### config.mk
export PLATFORM = sky130hd
export DESIGN_NAME = fetch_unit
export DESIGN_NICKNAME = d
export VERILOG_FILES = /design/src/rtl/fetch_pkg.sv /design/src/rtl/fetch_fifo.sv /design/src/rtl/fetch_unit.sv
export SDC_FILE = /design/constraint.sdc
export NUM_CORES = 1
export LEC_CHECK = 0
export CAP_MARGIN = 40
export CORE_UTILIZATION = 59
export CTS_BUF_LIST = sky130_fd_sc_hd__clkbuf_2 sky130_fd_sc_hd__clkbuf_4 sky130_fd_sc_hd__clkbuf_8
export CTS_CLUSTER_SIZE = 40
export DETAILED_ROUTE_END_ITERATION = 10
export PLACE_DENSITY_LB_ADDON = 0.2
export SYNTH_ARGS = -nofsm -noshare
export SYNTH_HDL_FRONTEND = slang
export SYNTH_HIERARCHICAL = 1
export SYNTH_SLANG_ARGS = --single-unit
export TNS_END_PERCENT = 100
### constraint.sdc
create_clock -name clk -period 4.2 [get_ports clk]
set_clock_uncertainty 0.15 [all_clocks]
set_input_delay 1.26 -clock clk [delete_from_list [all_inputs] [get_ports clk]]
set_output_delay 1.26 -clock clk [all_outputs]
set_load 0.01 [all_outputs]
### src/rtl/fetch_pkg.sv
// Shared types and constants for the RV32I instruction-fetch front end.
package fetch_pkg;
    localparam int PC_W        = 32;
    localparam int INSTR_W     = 32;
    localparam int INSTR_BYTES = INSTR_W / 8;
    localparam logic [INSTR_W-1:0] RV32I_NOP = 32'h0000_0013;

    typedef struct packed {
        logic [PC_W-1:0]    pc;
        logic [INSTR_W-1:0] instr;
    } fetch_entry_t;
endpackage

### src/rtl/fetch_fifo.sv
// Synchronous instruction queue with push, pop, flush and occupancy count.
// Flush beats push; the head slot is a register so decode sees a clean output.
module fetch_fifo
    import fetch_pkg::*;
#(
    parameter int DEPTH = 4,
    parameter int W     = $bits(fetch_entry_t)
) (
    input  logic                     clk,
    input  logic                     rst,
    input  logic                     i_push,
    input  logic [W-1:0]             i_data,
    input  logic                     i_pop,
    input  logic                     i_flush,
    output logic [W-1:0]             o_head,
    output logic                     o_valid,
    output logic [$clog2(DEPTH):0]   o_count
);
    localparam int AW = $clog2(DEPTH);
    localparam logic [AW:0] FULL = (AW+1)'(DEPTH);

    logic [W-1:0]  r_mem [DEPTH];
    logic [AW-1:0] r_wr_ptr;
    logic [AW-1:0] r_rd_ptr;
    logic [AW:0]   r_count;
    logic          w_pop;
    logic          w_push;

    assign w_pop  = i_pop && (r_count != '0);
    // A full queue may still take a push when the head leaves in the same cycle.
    assign w_push = i_push && ((r_count != FULL) || w_pop);

    always_ff @(posedge clk or negedge rst) begin
        if (!rst) begin
            r_wr_ptr <= '0;
            r_rd_ptr <= '0;
            r_count  <= '0;
            for (int i = 0; i < DEPTH; i++) r_mem[i] <= '0;
        end else if (i_flush) begin
            r_wr_ptr <= '0;
            r_rd_ptr <= '0;
            r_count  <= '0;
        end else begin
            if (w_push) begin
                r_mem[r_wr_ptr] <= i_data;
                r_wr_ptr        <= r_wr_ptr + AW'(1);
            end
            if (w_pop) r_rd_ptr <= r_rd_ptr + AW'(1);
            r_count <= r_count + (AW+1)'(w_push) - (AW+1)'(w_pop);
        end
    end

    assign o_head  = r_mem[r_rd_ptr];
    assign o_valid = (r_count != '0);
    assign o_count = r_count;
endmodule

### src/rtl/fetch_unit.sv
// Decoupled RV32I fetch stage: PC generation, credit-limited imem requests, response queue.
// Define FETCH_PERF_CNT_EN to add the perf_fetched / perf_discarded counters.
module fetch_unit
    import fetch_pkg::*;
#(
    parameter int                  PC_WIDTH        = 32,
    parameter int                  INSTR_WIDTH     = 32,
    parameter logic [PC_WIDTH-1:0] RESET_PC        = 32'h0000_0000,
    parameter int                  FIFO_DEPTH      = 4,
    parameter int                  MAX_OUTSTANDING = 2
) (
    input  logic                   clk,
    input  logic                   rst,
    output logic                   imem_req_valid,
    input  logic                   imem_req_ready,
    output logic [PC_WIDTH-1:0]    imem_req_addr,
    input  logic                   imem_rsp_valid,
    input  logic [INSTR_WIDTH-1:0] imem_rsp_data,
    input  logic                   redirect_valid,
    input  logic [PC_WIDTH-1:0]    redirect_pc,
    output logic                   instr_valid,
    input  logic                   instr_ready,
    output logic [INSTR_WIDTH-1:0] instr_data,
    output logic [PC_WIDTH-1:0]    instr_pc
`ifdef FETCH_PERF_CNT_EN
    ,
    output logic [31:0]            perf_fetched,
    output logic [31:0]            perf_discarded
`endif
);
    localparam int OW = $clog2(MAX_OUTSTANDING + 1);
    localparam int CW = $clog2(FIFO_DEPTH) + 1;
    localparam logic [PC_WIDTH-1:0] PC_STEP    = PC_WIDTH'(INSTR_WIDTH / 8);
    localparam logic [PC_WIDTH-1:0] ALIGN_MASK = ~PC_WIDTH'(INSTR_WIDTH / 8 - 1);

    typedef struct packed {
        logic [PC_WIDTH-1:0]    pc;
        logic [INSTR_WIDTH-1:0] instr;
    } entry_t;

    logic [PC_WIDTH-1:0] r_fetch_pc;
    logic [PC_WIDTH-1:0] r_rsp_pc;
    logic [OW-1:0]       r_outstanding;
    logic [OW-1:0]       r_discard_cnt;
    logic [CW-1:0]       w_count;
    logic [PC_WIDTH-1:0] w_redirect_pc;
    logic                w_credit;
    logic                w_issue;
    logic                w_rsp_drop;
    logic                w_push;
    logic                w_pop;
    entry_t              w_push_entry;
    entry_t              w_head;

    // Every accepted request owns a queue slot, so responses can never overflow the queue.
    assign w_credit = (int'(r_outstanding) < MAX_OUTSTANDING) &&
                      (int'(r_outstanding) + int'(w_count) < FIFO_DEPTH);
    assign imem_req_valid = rst && !redirect_valid && w_credit;
    assign imem_req_addr  = r_fetch_pc;
    assign w_issue        = imem_req_valid && imem_req_ready;

    assign w_rsp_drop = imem_rsp_valid && (redirect_valid || (r_discard_cnt != '0));
    assign w_push     = imem_rsp_valid && !w_rsp_drop;
    assign w_pop      = instr_valid && instr_ready;
    assign w_redirect_pc = redirect_pc & ALIGN_MASK;

    assign w_push_entry.pc    = r_rsp_pc;
    assign w_push_entry.instr = imem_rsp_data;

    always_ff @(posedge clk or negedge rst) begin
        if (!rst) begin
            r_fetch_pc    <= RESET_PC;
            r_rsp_pc      <= RESET_PC;
            r_outstanding <= '0;
            r_discard_cnt <= '0;
        end else begin
            r_outstanding <= r_outstanding + OW'(w_issue) - OW'(imem_rsp_valid);
            if (redirect_valid) begin
                r_fetch_pc    <= w_redirect_pc;
                r_rsp_pc      <= w_redirect_pc;
                // Whatever is still in flight after this cycle belongs to the old path.
                r_discard_cnt <= r_outstanding - OW'(imem_rsp_valid);
            end else begin
                if (w_issue)    r_fetch_pc    <= r_fetch_pc + PC_STEP;
                if (w_push)     r_rsp_pc      <= r_rsp_pc + PC_STEP;
                if (w_rsp_drop) r_discard_cnt <= r_discard_cnt - OW'(1);
            end
        end
    end

    fetch_fifo #(
        .DEPTH (FIFO_DEPTH),
        .W     ($bits(entry_t))
    ) u_fifo (
        .clk     (clk),
        .rst     (rst),
        .i_push  (w_push),
        .i_data  (w_push_entry),
        .i_pop   (w_pop),
        .i_flush (redirect_valid),
        .o_head  (w_head),
        .o_valid (instr_valid),
        .o_count (w_count)
    );

    assign instr_data = w_head.instr;
    assign instr_pc   = w_head.pc;

`ifdef FETCH_PERF_CNT_EN
    logic [31:0] r_perf_fetched;
    logic [31:0] r_perf_discarded;
    logic [31:0] w_flushed;

    // A word handed to decode in the redirect cycle is delivered, not flushed.
    assign w_flushed = redirect_valid ? (32'(w_count) - 32'(w_pop)) : 32'd0;

    always_ff @(posedge clk or negedge rst) begin
        if (!rst) begin
            r_perf_fetched   <= '0;
            r_perf_discarded <= '0;
        end else begin
            r_perf_fetched   <= r_perf_fetched + 32'(w_pop);
            r_perf_discarded <= r_perf_discarded + 32'(w_rsp_drop) + w_flushed;
        end
    end

    assign perf_fetched   = r_perf_fetched;
    assign perf_discarded = r_perf_discarded;
`endif

    a_rsp_needs_req: assert property (@(posedge clk) disable iff (!rst)
        imem_rsp_valid |-> (r_outstanding != '0));
endmodule
# After elaboration in Yosys (flattened, before gate mapping)
# Index checks and enable logic that the tools add are counted.
# totals
in_bits,70
register_bits,331
# classes
eq_ne,1
order_cmp,5
n_mux,17
n_bitwise,3
addsub,11
reduce_logical,22
# ops
cell,n
256-bit bitwise mux,1
64-bit two-way mux,3
64-bit binary-select mux with 2-bit select,1
64-bit demux with 2-bit select,1
32-bit two-way mux,4
32-bit by 3-bit adder with 32-bit output (second input constant),2
2-bit two-way mux,6
2-bit nonzero test,6
1-bit logical AND,10
3-bit greater-or-equal comparator (second input constant),2
2-bit inverter with 3-bit output,2
2-bit by 1-bit adder with 2-bit output (second input constant),2
2-bit by 3-bit adder with 4-bit output,1
4-bit by 3-bit less-than comparator with 1-bit output (second input constant),1
2-bit by 1-bit subtractor with 2-bit output,2
3-bit by 1-bit adder with 3-bit output,1
3-bit by 1-bit less-than comparator with 1-bit output (second input constant),1
3-bit two-way mux,1
3-bit != test (second input constant),1
3-bit nonzero test,1
3-bit by 1-bit subtractor with 3-bit output,1
2-bit by 1-bit adder with 2-bit output,1
1-bit zero test,2
1-bit logical OR,2
4 further kinds,4

# Depth between registers and ports, before layout
# Gate-level depths: netlist (run 1).
# logic_depth
ltp_word,9
depth_mapped,11
depth_no_buf,11

# Modules after synthesis
# Netlist (run 1), hierarchy kept.
# modules_own_cells
mod,instances,area_each_um2,cells_per_inst
fetch_fifo,1,12086.6,663
fetch_unit,1,3707.3,380

# Worst setup path before layout (run 1)
# No wires, ideal clock.
# synth_path
path_kind,input to register
startpoint,input redirect_valid
endpoint,register u_fifo.r_count[2] (netlist: u_fifo/o_count[2])
t_arrival_ps,3167
setup_time_ps,86
path_slack_ps,797
n_path_buf,3
stages,11
path_cell_list,buf_2 buf_1 clkbuf_1 nor2_1 and2b_2 ha_1 inv_1 fa_1 xor2_1 and2_1 nor3_1
# synth_between
elab_chain_cells,8
# synth_rtl
element,line,rtl
"start, declared",fetch_unit.sv:19,"input logic redirect_valid,"
1-bit logical OR,fetch_unit.sv:62,assign w_rsp_drop = imem_rsp_valid && (redirect_valid || (r_discard_cnt != '0));
1-bit logical AND,fetch_unit.sv:62,
1-bit zero test,fetch_unit.sv:63,assign w_push = imem_rsp_valid && !w_rsp_drop;
1-bit logical AND,fetch_unit.sv:63,
net w_push,fetch_unit.sv:50,logic w_push;
1-bit logical AND,fetch_fifo.sv:31,assign w_push = i_push && ((r_count != FULL) || w_pop);
3-bit by 1-bit adder with 3-bit output,fetch_fifo.sv:49,r_count <= r_count + (AW+1)'(w_push) - (AW+1)'(w_pop);
3-bit by 1-bit subtractor with 3-bit output,fetch_fifo.sv:49,
3-bit two-way mux,fetch_fifo.sv:39,end else if (i_flush) begin
"end signal, assigned",fetch_fifo.sv:49,
"end, declared",fetch_fifo.sv:25,logic [AW:0] r_count;
# The timed path passes the listed nets, and every way through them passes these cells.
# A chain may end at the register's enable or synchronous reset.

# Worst setup path in the final report (run 1)
# layout_path
startpoint,register u_fifo.r_rd_ptr[0]
endpoint,output instr_data[11]
# layout_between
elab_chain_cells,4
# layout_rtl
element,line,rtl
"start, declared",fetch_fifo.sv:24,logic [AW-1:0] r_rd_ptr;
"start signal, assigned",fetch_fifo.sv:48,if (w_pop) r_rd_ptr <= r_rd_ptr + AW'(1);
2-bit inverter with 3-bit output (not written as such),fetch_fifo.sv:53,assign o_head = r_mem[r_rd_ptr];
64-bit binary-select mux with 2-bit select,fetch_fifo.sv:53,
64-bit two-way mux (not written as such) (2 in series),fetch_fifo.sv:53,
"end, declared",fetch_unit.sv:23,"output logic [INSTR_WIDTH-1:0] instr_data,"
# Every way passes these cells. The select of a mux whose other input is x is not followed.

==> results by group, run 1 <==
Hold path
  – Type of the tightest min-delay check: flop to flop
  – Number of cells on the worst hold path: 1

Timing
  – Relative slew margins: 0.473
  – Maximum operating frequency: roughly 0.25 GHz
  – Hold slack: roughly 0.35 ns
  – Time the worst path needs with I/O delays and setup: approximately 4.1 ns
  – Slew @ Worst Pin: between 0.7 and 0.8 ns
  – Final number of setup-violating endpoints: 0
  – Unrepaired setup endpoints after global routing: no
  – Period utilization: 0.971
  – Max Transition Viols Final: 0
  – Final Hold Violating Endpoints: 0
  – Total Neg Setup Slack: 0 ns

Route
  – Drt drc: 44
  – Number of vias per cell after detailed routing: a little under 6
  – Number of DRC markers after the initial detailed-route iteration: a little under 500
  – Router iterations before antenna repair: 7
  – Residual antenna-violating net count after detailed routing: 0
  – Detailed Route WL: 32.0 mm
  – Routed length per placed instance: a little under 20 um
  – Via count: roughly 9400

Power
  – Final Total Pwr: 9.95 mW
  – Standby leakage power: a little over 8 nW
  – IR drop worst, VDD: roughly 250 uV
  – Combinational Power Share: 0.277
  – Internal power: about 7.3 mW
  – Net switching power figure: roughly 2.7 mW
  – Net switching share of the total power: 0.268
  – Flop pwr share: 0.429
  – Clock group share of total power: 0.294
  – Power density normalized to cell area: about 520 nW/um^2

Critical path
  – Worst setup SP type: flop
  – Crit Path Class: flop to primary output
  – Register-to-register setup slack: around 1.1 ns
  – Highest net fanout along the worst path: 20
  – Worst path arrival time: 2.67 ns
  – Critical Path Sink Type: primary output
  – Depth of the worst register-to-register path: 11
  – Required time at the worst-slack endpoint: 2.79 ns

Yosys
  – Top-area cell type share of the netlist area: 0.518
  – Number of distinct library cells after synthesis: 56
  – Mean cell area of the mapped netlist: around 15 um^2
  – Async set-or-reset flop fraction in the synthesized netlist: 1.00
  – Sequential share of the synthesized area: 0.518
  – EDFF count, synth: 0
  – Synthesized cell area: between 15000 and 20000 um^2
  – Primary FF master, synth: dfrtp_1
  – Top cell types by occurrence after synthesis: dfrtp_1, mux2_2, mux2_4, mux4_2, xnor2_1
  – Leading cell types by total area after synthesis: dfrtp_1, mux2_4, mux2_2
  – Warnings from Yosys: 6
  – Number of register bits inferred by synthesis: roughly 330
  – Number of standard cells after synthesis: between 1000 and 1500
  – Cell with the most instances after synthesis: dfrtp_1
  – Cell taking the most area after synthesis: dfrtp_1

Run
  – Reported max-cap violation count: 0

Placement
  – Half-perimeter wire length after placement: between 20 and 25 mm
  – Number of input and output port buffers inserted: around 160
  – Instance area at placement: approximately 18000 um^2
  – Final GP Congestion: around 0.85

Cells and area
  – Area growth from synthesis to layout: 20.0%
  – Final core area utilization: 0.725
  – Total Nets Final: ~1300
  – Post-layout instance area: 19000 um^2
  – Share of post-route cells with drive strength above 1: 0.374

Floorplan
  – Floorplan die area: approximately 27000 um^2
  – Vert. Die Dim: about 170 um
  – Starting Density: 0.604
  – Core outline area: about 26000 um^2
  – Width of the chip: between 150 and 200 um
  – IO Count: ~170
  – Number of core rows: 59

Clocking
  – Maximum buffer depth of the clock tree: 3
  – CTS Root Buffer Type: clkbuf_8
  – Resized Gates After CTS: 0
  – Post-CTS setup buffers: 0
  – CTS tree: done
  – Clk_lat worst skew: 0.57 ns
  – Total clock buffers created by CTS: 54
  – Number of sinks on the clock net: roughly 330
  – Clock-pin slew on the worst setup and hold paths: roughly 0.060 ns
  – # hold bufs at CTS: 0
  – H-tree depth: 2

Outcome
  – Status: finished, violations left
  – Failing checks: DRC

Global route
  – GR Overflow Total: 0
  – Pin count of the biggest net entering global routing: about 150
  – First-pass GRT wire length: approximately 54 mm
  – Total routing resource utilization after global routing: 0.245
  – Vias in the first global route: ~10000
  – Initial antenna violation count: 1
[cell families after synthesis]
| logic type | Yosys count | synth area share |
|---|---|---|
| DFF | 327 | 0.518 |
| muxes | 344 | 0.319 |
| adders and majority gates | 14 | 0.0116 |
| and+or+nand+nor | 170 | 0.0622 |
| AOI/OAI and AO/OA | 67 | 0.0315 |
| buffers and inverters | 78 | 0.0339 |
| other | 1 | 0.000237 |
| xor gates and xnor gates | 42 | 0.0233 |
[state kept, by name, summed over array words and instances, names as in the netlist]
name / count
u_fifo/r_wr_ptr: 2
u_fifo/r_rd_ptr: 2
r_outstanding: 2
r_discard_cnt: 2
u_fifo/o_count: 3
r_rsp_pc: 30
u_fifo/r_mem: 256
imem_req_addr: 30
[layout make-up]
type | instances | area (um^2)
Inverter | 22 | 82.6
Tap cell | 335 | 419
Multi-Input combinational cell | 647 | 7130
Timing Repair Buffer | 188 | 1980
Sequential cell | 327 | 8190
Clock inverter | 7 | 60.1
Antenna cell | 1 | 2.50
Fill cell | 1729 | 7180
Clock buffer | 89 | 1090
[metal layers]
layer	GRT usage	part of all wire	vias up
li1	-	-	4227
met1	0.350	0.46	4872
met2	0.391	0.47	253
met3	0.0440	0.053	44
met4	0.0650	0.015	0
met5	0	0	-
[power groups by stage]
stage | Sequential [mW] | Clock, mW | Combinational, mW
2_1_floorplan | 4.15 | 0 | 1.65
3_3_place_gp | 4.27 | 0 | 2.71
6_report | 4.26 | 2.92 | 2.76
4_1_cts | 4.26 | 3.00 | 2.80
5_1_grt | 4.35 | 3.14 | 2.96
3_5_place_dp | 4.29 | 0 | 2.79
[critical path: stages (launching register included)]
cell and delay [ns]:
dfrtp_4 0.71, buf_4 0.34, mux4_2 0.56, clkdlybuf4s50_1 0.49
[metrics by stage]
step / cells / setup slack [ns]
4_1_cts: 1615 / 0.0464
3_3_place_gp: 1517 / 0.313
5_1_grt: 1615 / 0.00549
3_5_place_dp: 1519 / 0.288
6_report: 1616 / 0.122
2_1_floorplan: 1052 / 0.797
[final timing paths]
kind | startpoint | to
min in group asynchronous | rst | u_fifo/r_mem[199]$_DFFE_PN0P_
worst max-delay path | u_fifo/r_rd_ptr[0]$_DFFE_PN0P_ | instr_data[11]
max in group asynchronous | rst | u_fifo/r_rd_ptr[0]$_DFFE_PN0P_
worst min-delay path | u_fifo/r_mem[73]$_DFFE_PN0P_ | u_fifo/r_mem[73]$_DFFE_PN0P_
worst min register to register | u_fifo/r_mem[73]$_DFFE_PN0P_ | u_fifo/r_mem[73]$_DFFE_PN0P_
worst max register to register | u_fifo/o_count[1]$_DFF_PN0_ | u_fifo/o_count[2]$_DFF_PN0_
[cells in the final DEF, fill, tap and decap left out, types with 3 or more instances in the layout]
master,count
o21a_1,10
clkinv_2,6
a21boi_0,9
nor2_1,26
conb_1,10
clkbuf_8,68
inv_1,20
a21oi_1,8
a31oi_1,5
and3_1,9
xnor2_1,31
mux2_1,4
nor3b_1,3
buf_4,13
mux2_4,120
ha_1,13
nor4_1,9
nor3_1,20
dfrtp_1,325
o31a_1,23
mux4_2,64
or3_1,4
xor2_1,11
and2_1,5
nand3_1,19
nand2b_1,16
nand2_1,29
clkbuf_4,21
mux2_2,154
buf_12,10
o21ai_0,6
clkdlybuf4s50_1,161
nand4_1,12
(Power assumes the default switching activity.)
==> inputs of run 2 (changes only) <==
--- a/config.mk
+++ b/config.mk
@@ -10,6 +10,7 @@
 export CTS_BUF_LIST = sky130_fd_sc_hd__clkbuf_2 sky130_fd_sc_hd__clkbuf_4 sky130_fd_sc_hd__clkbuf_8
 export CTS_CLUSTER_SIZE = 40
 export DETAILED_ROUTE_END_ITERATION = 10
+export GPL_TIMING_DRIVEN = 0
 export PLACE_DENSITY_LB_ADDON = 0.2
 export SYNTH_ARGS = -nofsm -noshare
 export SYNTH_HDL_FRONTEND = slang
==> run 2 against run 1 <==
Compared with the run above:
- the run still ends with DRC left
- total power grew 0.20%
- register-to-register slack got worse by 0.10 ns
- sequential share of layout area decreased by 0.56 points
- combinational power about the same
- utilization is 0.90 points higher
- final area increased by 1.2%
- sequential power about the same
- clock-buffer cell count is 5 lower
- setup slack gained 0.037 ns
- non-clock buffer count rose by 36
- highest routed layer unchanged
==> results by group, run 2 (synthesis results as in run 1) <==
Outcome
  – Status: finished, violations left
  – Failing checks: DRC

Floorplan
  – Floorplan die area: 27400 um^2
  – Number of core rows: about 60
  – Width of the chip: around 170 um
  – IO Count: 168
  – Core outline area: around 26000 um^2
  – Starting Density: 0.604
  – Vert. Die Dim: between 150 and 200 um

Timing
  – Maximum operating frequency: 0.247 GHz
  – Period utilization: 0.962
  – Total Neg Setup Slack: 0 ns
  – Final number of setup-violating endpoints: 0
  – Final setup slack of the worst path: roughly 0.16 ns
  – Max Transition Viols Final: 0
  – Slew @ Worst Pin: approximately 0.7 ns
  – Time the worst path needs with I/O delays and setup: approximately 4.0 ns
  – Relative slew margins: 0.547
  – Hold slack: between 0.3 and 0.4 ns
  – Final Hold Violating Endpoints: 0
  – Unrepaired setup endpoints after global routing: no

Critical path
  – Highest net fanout along the worst path: 10
  – Worst path arrival time: around 2.6 ns
  – Crit Path Class: input port to primary output
  – Worst setup SP type: input port
  – Critical Path Sink Type: primary output
  – Required time at the worst-slack endpoint: about 2.8 ns

Hold path
  – Type of the tightest min-delay check: flop to flop

Placement
  – Number of input and output port buffers inserted: roughly 160
  – Setup Slack @ Placement: -0.680 ns
  – Final GP Congestion: slightly below 0.9
  – Half-perimeter wire length after placement: 22.7 mm

Cells and area
  – Area growth from synthesis to layout: 21.5%
  – Highest-count cells in the layout ignoring fill and taps: dfrtp_1, clkdlybuf4s50_1, mux2_2, mux2_4, clkbuf_8
  – Largest Register: u_fifo/r_mem
  – Fillcell total: between 1500 and 2000
  – Number of flip-flops under the largest register name: around 260
  – Final core area utilization: 0.734
  – Total Nets Final: 1360
  – Share of post-route cells with drive strength above 1: 0.381
  – Leading cell type in the layout, fill and taps excluded: dfrtp_1

Run
  – Reported max-cap violation count: 0

Global route
  – Initial antenna violation count: 1
  – First-pass GRT wire length: 56.9 mm
  – Pin count of the biggest net entering global routing: about 110
  – Vias in the first global route: approximately 11000
  – Total routing resource utilization after global routing: 0.260
  – GR Overflow Total: 0

Clocking
  – H-tree depth: 2
  – Total clock buffers created by CTS: 54
  – # hold bufs at CTS: 0
  – Clk_lat worst skew: 0.57 ns
  – CTS Root Buffer Type: clkbuf_8
  – CTS tree: done
  – Maximum buffer depth of the clock tree: 3
  – Clock-pin slew on the worst setup and hold paths: ~0.060 ns
  – Number of sinks on the clock net: roughly 330

Power
  – IR drop worst, VDD: between 200 and 300 uV
  – Power density normalized to cell area: 519 nW/um^2
  – Standby leakage power: about 8.4 nW

Route
  – Number of vias per cell after detailed routing: roughly 5.8
  – Routed length per placed instance: 20.5 um
  – Number of DRC markers after the initial detailed-route iteration: around 570
  – Router iterations before antenna repair: 8
  – Via count: just under 10000
  – Detailed Route WL: between 30 and 40 mm
  – Residual antenna-violating net count after detailed routing: 0
  – Drt drc: 44
[run 2: timing repair]
| item | 4_1_cts | 5_1_grt |
|---|---|---|
| setup endpoints to repair | 170 | 40 |
| cloned | 0 | 0 |
| setup buffers | 0 | 0 |
| gates resized for setup | 8 | 15 |
| endpoints found under the hold margin | 0 | 0 |
| pin swaps | 1 | 0 |
[run 2: path summary, 6_finish.rpt]
path	start	to	slack [ns]	depth (start not counted)
max reg2reg	u_fifo/o_count[1]$_DFF_PN0_	u_fifo/o_count[2]$_DFF_PN0_	0.99	10
min	u_fifo/r_mem[193]$_DFFE_PN0P_	u_fifo/r_mem[193]$_DFFE_PN0P_	0.34	1
max in group asynchronous	rst	u_fifo/r_mem[38]$_DFFE_PN0P_	2.20	3
min reg2reg	u_fifo/r_mem[193]$_DFFE_PN0P_	u_fifo/r_mem[193]$_DFFE_PN0P_	0.34	1
max	redirect_valid	imem_req_valid	0.16	5
min in group asynchronous	rst	u_fifo/r_mem[134]$_DFFE_PN0P_	0.50	1
[run 2: area by class of cell]
class / count / area [um^2] / share of cell area
clock buffer: 84 / 1070 / 0.0557
timing repair buffer: 168 / 1740 / 0.0907
clock inverter: 12 / 87.6 / 0.00456
sequential: 327 / 8180 / 0.426
tap: 335 / 419 / 0.0218
multi-input combinational: 647 / 7130 / 0.371
antenna: 1 / 2.50 / 0.000130
buffer: 56 / 479 / 0.0250
inverter: 22 / 82.6 / 0.00430
[run 2: through the flow]
stage	power, mW	instances	instance area, um^2
final	9.97	1652	19200
after global routing	10.5	1651	19200
after CTS	10.1	1651	19200
after detailed placement	7.09	1555	18000
after global placement	6.98	1550	17900
after floorplan	5.80	1052	15800
[run 2: power by group]
part	leakage (nW)	switching (mW)	internal (mW)
logic	3.53	1.00	1.79
registers	4.26	0.456	3.80
clock network	0.621	1.25	1.67
[run 2: per-layer routing]
layer  part of all wire  track usage  vias to the layer above
li1                   -            -                     4315
met1               0.45        0.365                     4966
met2               0.48        0.421                      284
met3              0.051       0.0432                       60
met4              0.024       0.0784                        0
met5                  0            0                        -
[run 2: worst max-delay path, cell delays in order]
cell             delay [ns]
clkbuf_2               0.16
buf_6                  0.19
nor4_4                 0.25
and3_4                 0.24
clkdlybuf4s50_1        0.53
